## src/rtl/feature_frame_buffer.sv

```systemverilog
// feature_frame_buffer: ping-pong 42-word frame buffer feeding dense1; define DENOISE_FEAT_SANITIZE_EN to zero non-finite words.
module feature_frame_buffer #(
  parameter int FLOAT = 32,
  parameter int NB_FEAT = 42
) (
  input  logic                     clk,
  input  logic                     rst_n,
  input  logic                     s_valid,
  output logic                     s_ready,
  input  logic [FLOAT-1:0]         s_data,
  input  logic                     s_last,
  output logic                     frame_valid,
  input  logic                     frame_ready,
  output logic [NB_FEAT*FLOAT-1:0] frame_data,
  output logic                     err_len,
  output logic                     san_flag
);
  localparam int IW = $clog2(NB_FEAT);
  typedef enum logic {FILL, RESYNC} state_t;
  state_t state, state_nx;
  logic run, wr_bank, rd_bank, acc, fill_acc, at_end, done, bad, take, nonfin;
  logic [1:0] full;
  logic [IW-1:0] widx, widx_nx;
  logic [FLOAT-1:0] wdata;
  logic [NB_FEAT*FLOAT-1:0] bank [2];
  assign s_ready = run & ~full[wr_bank];
  assign acc = s_valid & s_ready;
  assign fill_acc = acc & (state == FILL);
  assign at_end = widx == IW'(NB_FEAT-1);
  assign frame_valid = full[rd_bank];
  assign frame_data = bank[rd_bank];
  assign take = frame_valid & frame_ready;
`ifdef DENOISE_FEAT_SANITIZE_EN
  assign nonfin = &s_data[FLOAT-2 -: 8];
`else
  assign nonfin = 1'b0;
`endif
  assign wdata = nonfin ? '0 : s_data;
  always_comb begin
    done = fill_acc & at_end & s_last;
    bad = fill_acc & (at_end ^ s_last);
    widx_nx = fill_acc ? ((at_end | s_last) ? '0 : widx + 1'b1) : widx;
    state_nx = !acc ? state :
               state == FILL ? ((at_end & ~s_last) ? RESYNC : FILL) :
               (s_last ? FILL : RESYNC);
  end
  always_ff @(posedge clk or negedge rst_n)
    if (!rst_n) state <= FILL;
    else state <= state_nx;
  always_ff @(posedge clk or negedge rst_n)
    if (!rst_n) begin
      run <= 1'b0;
      full <= '0;
      wr_bank <= 1'b0;
      rd_bank <= 1'b0;
      widx <= '0;
      err_len <= 1'b0;
      san_flag <= 1'b0;
      bank[0] <= '0;
      bank[1] <= '0;
    end else begin
      run <= 1'b1;
      widx <= widx_nx;
      err_len <= bad;
      san_flag <= fill_acc & nonfin;
      if (fill_acc) bank[wr_bank][widx*FLOAT +: FLOAT] <= wdata;
      if (done) begin
        full[wr_bank] <= 1'b1;
        wr_bank <= ~wr_bank;
      end
      if (take) begin
        full[rd_bank] <= 1'b0;
        rd_bank <= ~rd_bank;
      end
    end
endmodule

```

## config.mk

```make
export PLATFORM = sky130hd
export DESIGN_NAME = feature_frame_buffer
export DESIGN_NICKNAME = d
export VERILOG_FILES = /design/src/rtl/feature_frame_buffer.sv
export SDC_FILE = /design/constraint.sdc
export NUM_CORES = 2
export LEC_CHECK = 0
export CAP_MARGIN = 0
export CORE_MARGIN = 1.5
export CORE_UTILIZATION = 30
export CTS_BUF_LIST = sky130_fd_sc_hd__clkbuf_2
export DETAILED_ROUTE_END_ITERATION = 10
export HOLD_SLACK_MARGIN = 0.08
export MAX_ROUTING_LAYER = met4
export PLACE_DENSITY = 0.59
export SYNTH_ARGS = -nofsm -noshare
export SYNTH_HDL_FRONTEND = slang
export SYNTH_SLANG_ARGS = --single-unit
```

## constraint.sdc

```tcl
create_clock -name clk -period 5.85 [get_ports clk]
set_input_delay 1.17 -clock clk [delete_from_list [all_inputs] [get_ports clk]]
set_output_delay 1.17 -clock clk [all_outputs]
set_load 0.01 [all_outputs]
```

# Yosys cells after proc, flatten, opt, wreduce, memory -nomap -nowiden
# Index checks and enable logic that the tools add are counted.
[word_totals]
register_bits = 2701
inputBits = 37
output_inout_bits = 1348
word_cells = 64
[op_classes]
n_addsub = 2
magnitude_cmp = 7
n_eq_ne = 1
shifts = 2
mux = 20
bitwise = 20
reduce_logical = 3
[ops]
columns = ["operator", "count"]
rows = [
  ["$mux W1344", 4],
  ["$bwmux W2688", 1],
  ["$demux W1344 S1", 1],
  ["$shift A32 B34 Y1344 const A", 1],
  ["$shiftx A32 B34 Y1344", 1],
  ["$neg A11 Y34", 1],
  ["$mux W1", 9],
  ["$and A1 B1 Y1", 8],
  ["$add A6 B1 Y6 const B", 1],
  ["$eq A6 B6 Y1 const B", 1],
  ["$mux W6", 1],
  ["$not A1 Y1", 5],
  ["$ge A2 B2 Y1 const B", 2],
  ["$lt A1 B2 Y1 const B", 2],
  ["$mux W2", 2],
  ["$not A1 Y2", 2],
  ["$logic_and A1 B1 Y1", 3],
  ["$and A2 B2 Y2", 1],
  ["$demux W1 S1", 2],
  ["$ge A1 B1 Y1 const B", 2],
  ["$lt A2 B1 Y1 const B", 1],
  ["$not A2 Y2", 1],
  ["$or A2 B2 Y2", 1],
  ["$or A1 B1 Y1", 1],
  ["$xor A1 B1 Y1", 1],
]

# Logic depth before layout (Yosys ltp)
[logic_depth]
word_depth = 11
ltp_mapped = 14
ltp_nobuf = 8

# Worst setup path before layout
# Ideal clock, no wire load.
[synth_path]
kind = "flip-flop to flip-flop"
startpoint = "register widx[3]"
endpoint = "register bank[492] (netlist bit)"
setup_ns = 0.125
arrival_time_ns = 3.198
t_required_ns = 5.725
setup_slack_ns = 2.527
path_stages_with_launch = 12
n_path_buf = 4
period_less_slack_ns = 3.323
path_cell_list = "dfrtp_1 clkbuf_1 clkbuf_1 nor3b_1 ha_1 or3b_2 a21oi_1 nand2_1 clkbuf_1 nor3_2 buf_2 mux2_2"
[synth_between]
elab_chain_cells = 5
word_cells_on_any_way = 6
cone_classes = "add/sub (1); shift (2); mux (3)"
[synth_lines]
columns = ["item", "line", "text"]
rows = [
  ["start, declared", "23", "logic [IW-1:0] widx, widx_nx;"],
  ["start signal, assigned", "63", "widx <= widx_nx;"],
  ["$neg A11 Y34 (*)", "66", "if (fill_acc) bank[wr_bank][widx*FLOAT +: FLOAT] <= wdata;"],
  ["$shift A32 B34 Y1344", "66", ""],
  ["$mux W1344 (not written as such)", "66", ""],
  ["$demux W1344 S1", "66", ""],
  ["$bwmux W2688 (*)", "66", ""],
  ["end signal, assigned by index", "66", ""],
  ["end, declared", "25", "logic [NB_FEAT*FLOAT-1:0] bank [2];"],
]
# Mark *: on every way between the ends. The rest lies on a longest branch, timed or not.
# A chain may end at the register's enable or synchronous reset.

# Final worst setup path
[layout_path]
startpoint = "register rd_bank"
endpoint = "output frame_data[933]"
[layout_between]
elab_chain_cells = 4
[layout_lines]
columns = ["item", "line", "text"]
rows = [
  ["start, declared", "21", "logic run, wr_bank, rd_bank, acc, fill_acc, at_end, done, bad, take, nonfin;"],
  ["start signal, assigned", "73", "rd_bank <= ~rd_bank;"],
  ["$not A1 Y2 (not written as such)", "31", "assign frame_data = bank[rd_bank];"],
  ["$mux W1344 (not written as such) (3 in series)", "31", ""],
  ["end, declared", "14", "output logic [NB_FEAT*FLOAT-1:0] frame_data,"],
]
# No other way between the ends. The select of a mux whose other input is x is not followed.

==> Flow_metrics.wiki <==
{| class="wikitable"
! Metric !! Value
|-
| Final hold viol count || 0
|-
| Average cell area after synthesis || 12.3 sq um
|-
| Hold Path End || bank[610]
|-
| Antenna violations before repair || 76
|-
| Vias in the first global route || 89200
|-
| Hold Path Class || reg2reg
|-
| Register-to-register setup slack || 1.20 ns
|-
| Share of final-layout standard cells stronger than drive strength 1 || 36.0%
|-
| Die outline width || 638 microns
|-
| Max-slew violation total from the final report || 0
|-
| Final setup skew || 0.190 ns
|-
| PortBufs || 1383
|-
| Min Tclk post-route || 5.57 ns
|-
| Post-route design area || 150000 sq um
|-
| Final total negative setup slack || 0 ns
|-
| Area after detailed placement || 141000 sq um
|-
| DRT Wirelength || 522000 microns
|-
| Crit path capture type || primary output
|-
| Share of flip-flops with an asynchronous set or reset after synthesis || 100%
|-
| Required @ worst endpoint || 4.68 ns
|-
| Total global routing track utilization || 25.6%
|-
| Top-count cell post-synth || mux2_2
|-
| Wire per inst || 29.9 microns
|-
| Maximum count of clock buffers along a single path || 4
|-
| Share of the core filled with cells || 37.4%
|-
| Main flop type after synthesis || dfrtp_1
|-
| Count of fill cells added during filler insertion || 39900
|-
| Most frequent cells after synthesis || mux2_2, dfrtp_1, o21ai_0
|-
| CTS Root Cell || clkbuf_2
|-
| Remaining antenna violation count after routing || 0
|-
| Clock transition at the registers of the reported paths || 0.09 ns
|-
| Category of the worst setup path launch point || register
|-
| Overall via count from detail_route || 89300
|-
| Boundary Pins || 1385
|-
| Starting utilization of the core area || 30.1%
|-
| Htree depth || 6
|-
| Placer's final routability congestion estimate || 0.851
|-
| Via density per instance || 5.11
|-
| Hold depth || 2
|-
| Synth area leader || dfrtp_1
|-
| Num rows || 233
|-
| Count of placed standard cells in the final layout, fillers left out || 17500
|-
| Critical Path Fanout Max || 76
|-
| Yosys warning total || 0
|-
| Max-Cap Viols || 0
|-
| Share of the synthesized area in the top cell type || 55.8%
|-
| Number of DRC markers in iteration 0 || 8066
|-
| Slew HR || 24.2%
|-
| GR Overflow Total || 0
|-
| Dpl hpwl || 337000 microns
|-
| Pre-antenna DRT Iters || 6
|-
| RR Endpoint || bank[1095]
|-
| Status || finished, final reports clean
|-
| Total Nets Final || 11600
|-
| Measured slew at the worst slew-check pin || 1.14 ns
|-
| DRC Markers || 0
|-
| Clock Sinks || 2701
|-
| CTS tree || yes
|-
| Part of the Yosys area used for sequential elements || 55.8%
|-
| Type of the worst setup path || reg2out
|-
| Area of the placeable core || 402000 sq um
|-
| Wire length of the first global-routing pass || 718000 microns
|-
| Yosys reg bits || 2701
|-
| Crit share post-route || 95.2%
|-
| Count of placed standard cells including taps || 16000
|-
| Synth Instances || 9856
|-
| Critical hold path startpoint || bank[610]
|-
| Count of unique library cells instantiated by Yosys || 56
|-
| Die H || 638 microns
|-
| Largest net degree at the start of global routing || 171
|-
| Area growth from synthesis to final layout || 24.2%
|-
| Die area || 408000 sq um
|-
| Startpoint of the worst-slack reg-to-reg timing path || widx[0]
|-
| TritonCTS buffer count || 725
|-
| Maximum clock rate || 179 MHz
|-
| Net count after synthesis || 9899
|-
| Top area cells in the synthesized netlist || dfrtp_1, mux2_2, o21ai_0
|-
| Power per cell area || 243 nW/um^2
|-
| Synthesized area || 121000 sq um
|-
| Number of setup violations in the final report || 0
|-
| Clock latency on the worst-skew pair || 2.24 ns
|-
| Worst reg-to-reg path cell count || 9
|-
| Static leakage power || 72.9 nW
|-
| VDD IR-drop max || 0.000195 V
|-
| Number of synthesized flops with an enable pin || 0
|-
| Critical Path AT || 4.40 ns
|}
-- cell families (layout without fill, tap and decap cells) --
kind of cell	count (synthesis)	after routing	share of synthesized area, %
adders and majority gates	6	6	0.0620
buffers and inverters	1111	3369	3.64
and+or+nand+nor	1348	1348	5.02
AOI/OAI and AO/OA	1575	1575	6.85
DFF	2701	2701	55.8
xor gates and xnor gates	5	5	0.0424
muxes	3108	3108	28.6
other	2	78	0.00620
-- worst max-delay path by stage --
stage | depth (start not counted) | slack, ns | start | to
after floorplan | 11 | 2.53 | widx[3] | bank[492]
after global placement | 8 | 1.18 | s_valid | bank[294]
after detailed placement | 8 | 1.13 | s_valid | bank[303]
after CTS | 4 | -0.28 | rd_bank | frame_data[1093]
after global routing | 5 | -0.02 | rd_bank | frame_data[417]
final | 5 | 0.28 | rd_bank | frame_data[933]
-- area by class of cell --
cell class / instances / area [sq um] / share of cell area, %
Multi-Input combinational cell: 6044 / 49800 / 33.1
Antenna cell: 76 / 190 / 0.126
Tap cell: 5287 / 6620 / 4.40
Inverter: 298 / 1120 / 0.744
Sequential cell: 2701 / 67600 / 44.9
Timing Repair Buffer: 1814 / 18600 / 12.4
Clock inverter: 169 / 1100 / 0.730
Clock buffer: 1088 / 5450 / 3.62
-- stage by stage --
| step | setup WS, ns | hold WS (ns) | total power [mW] |
|---|---|---|---|
| 2_1_floorplan | 2.53 | 0.444 | 20.6 |
| 6_report | 0.279 | 0.478 | 36.5 |
| 5_1_grt | -0.0249 | 0.288 | 38.1 |
| 3_3_place_gp | 1.18 | 0.454 | 22.8 |
| 3_5_place_dp | 1.13 | 0.465 | 22.8 |
| 4_1_cts | -0.277 | 0.0859 | 36.9 |
-- sequential cells by signal (all words and copies together) (netlist names) --
signal	flops
full	2
widx	6
wr_bank	1
state	1
err_len	1
rd_bank	1
bank	2688
run	1
-- critical path, cell delays in order, from the launching register on --
cell and delay, ns:
dfrtp_4 0.45, buf_12 0.18, buf_12 0.32, buf_8 0.31, mux2_2 0.38, clkdlybuf4s50_1 0.55
-- layer usage --
metal / vias up / global-route usage, % / wire [microns]
li1: 38400 / - / -
met1: 46300 / 31.5 / 212000
met2: 3600 / 38.6 / 237000
met3: 934 / 6.45 / 42000
met4: 0 / 13.7 / 30900
met5: - / - / 0
-- power breakdown --
group / switching [mW] / leakage [nW] / internal (mW) / total [mW]
clock network: 8.58 / 5.01 / 5.31 / 13.9
logic: 2.79 / 31.7 / 0.863 / 3.66
registers: 0.0917 / 36.2 / 18.8 / 18.9
total: 11.5 / 72.9 / 25.0 / 36.5
-- placed cells by master (no fill, tap or decap), types with 33 or more instances in the layout --
cell type        Yosys  routed
buf_4                1     237
clkbuf_2             0    1088
clkdlybuf4s50_1      0     871
nand2_1            692     687
nand3_1            143     133
dlygate4sd3_1        0     100
mux2_2            2714    2712
nor2_1             212     198
buf_12               0      68
clkinv_1             0     101
mux2_1             104     104
buf_16               0      33
inv_1              298     298
o31ai_1            132     132
o21ai_0           1401    1379
dfrtp_1           2701    2700
dlygate4sd2_1        0     472
and2_1             163     163
mux2i_1            290     289
diode_2              0      76
and3_1              36      34
-- repair_timing --
| item | 4_1_cts | 5_1_grt |
|---|---|---|
| endpoints found under the setup margin | 1304 | 34 |
| hold buffers | 127 | 0 |
| hold endpoints to repair | 5331 | 0 |
| buffers inserted | 23 | 0 |
| resized for setup | 580 | 4 |
| cloned | 26 | 0 |
(Power assumes the default switching activity.)
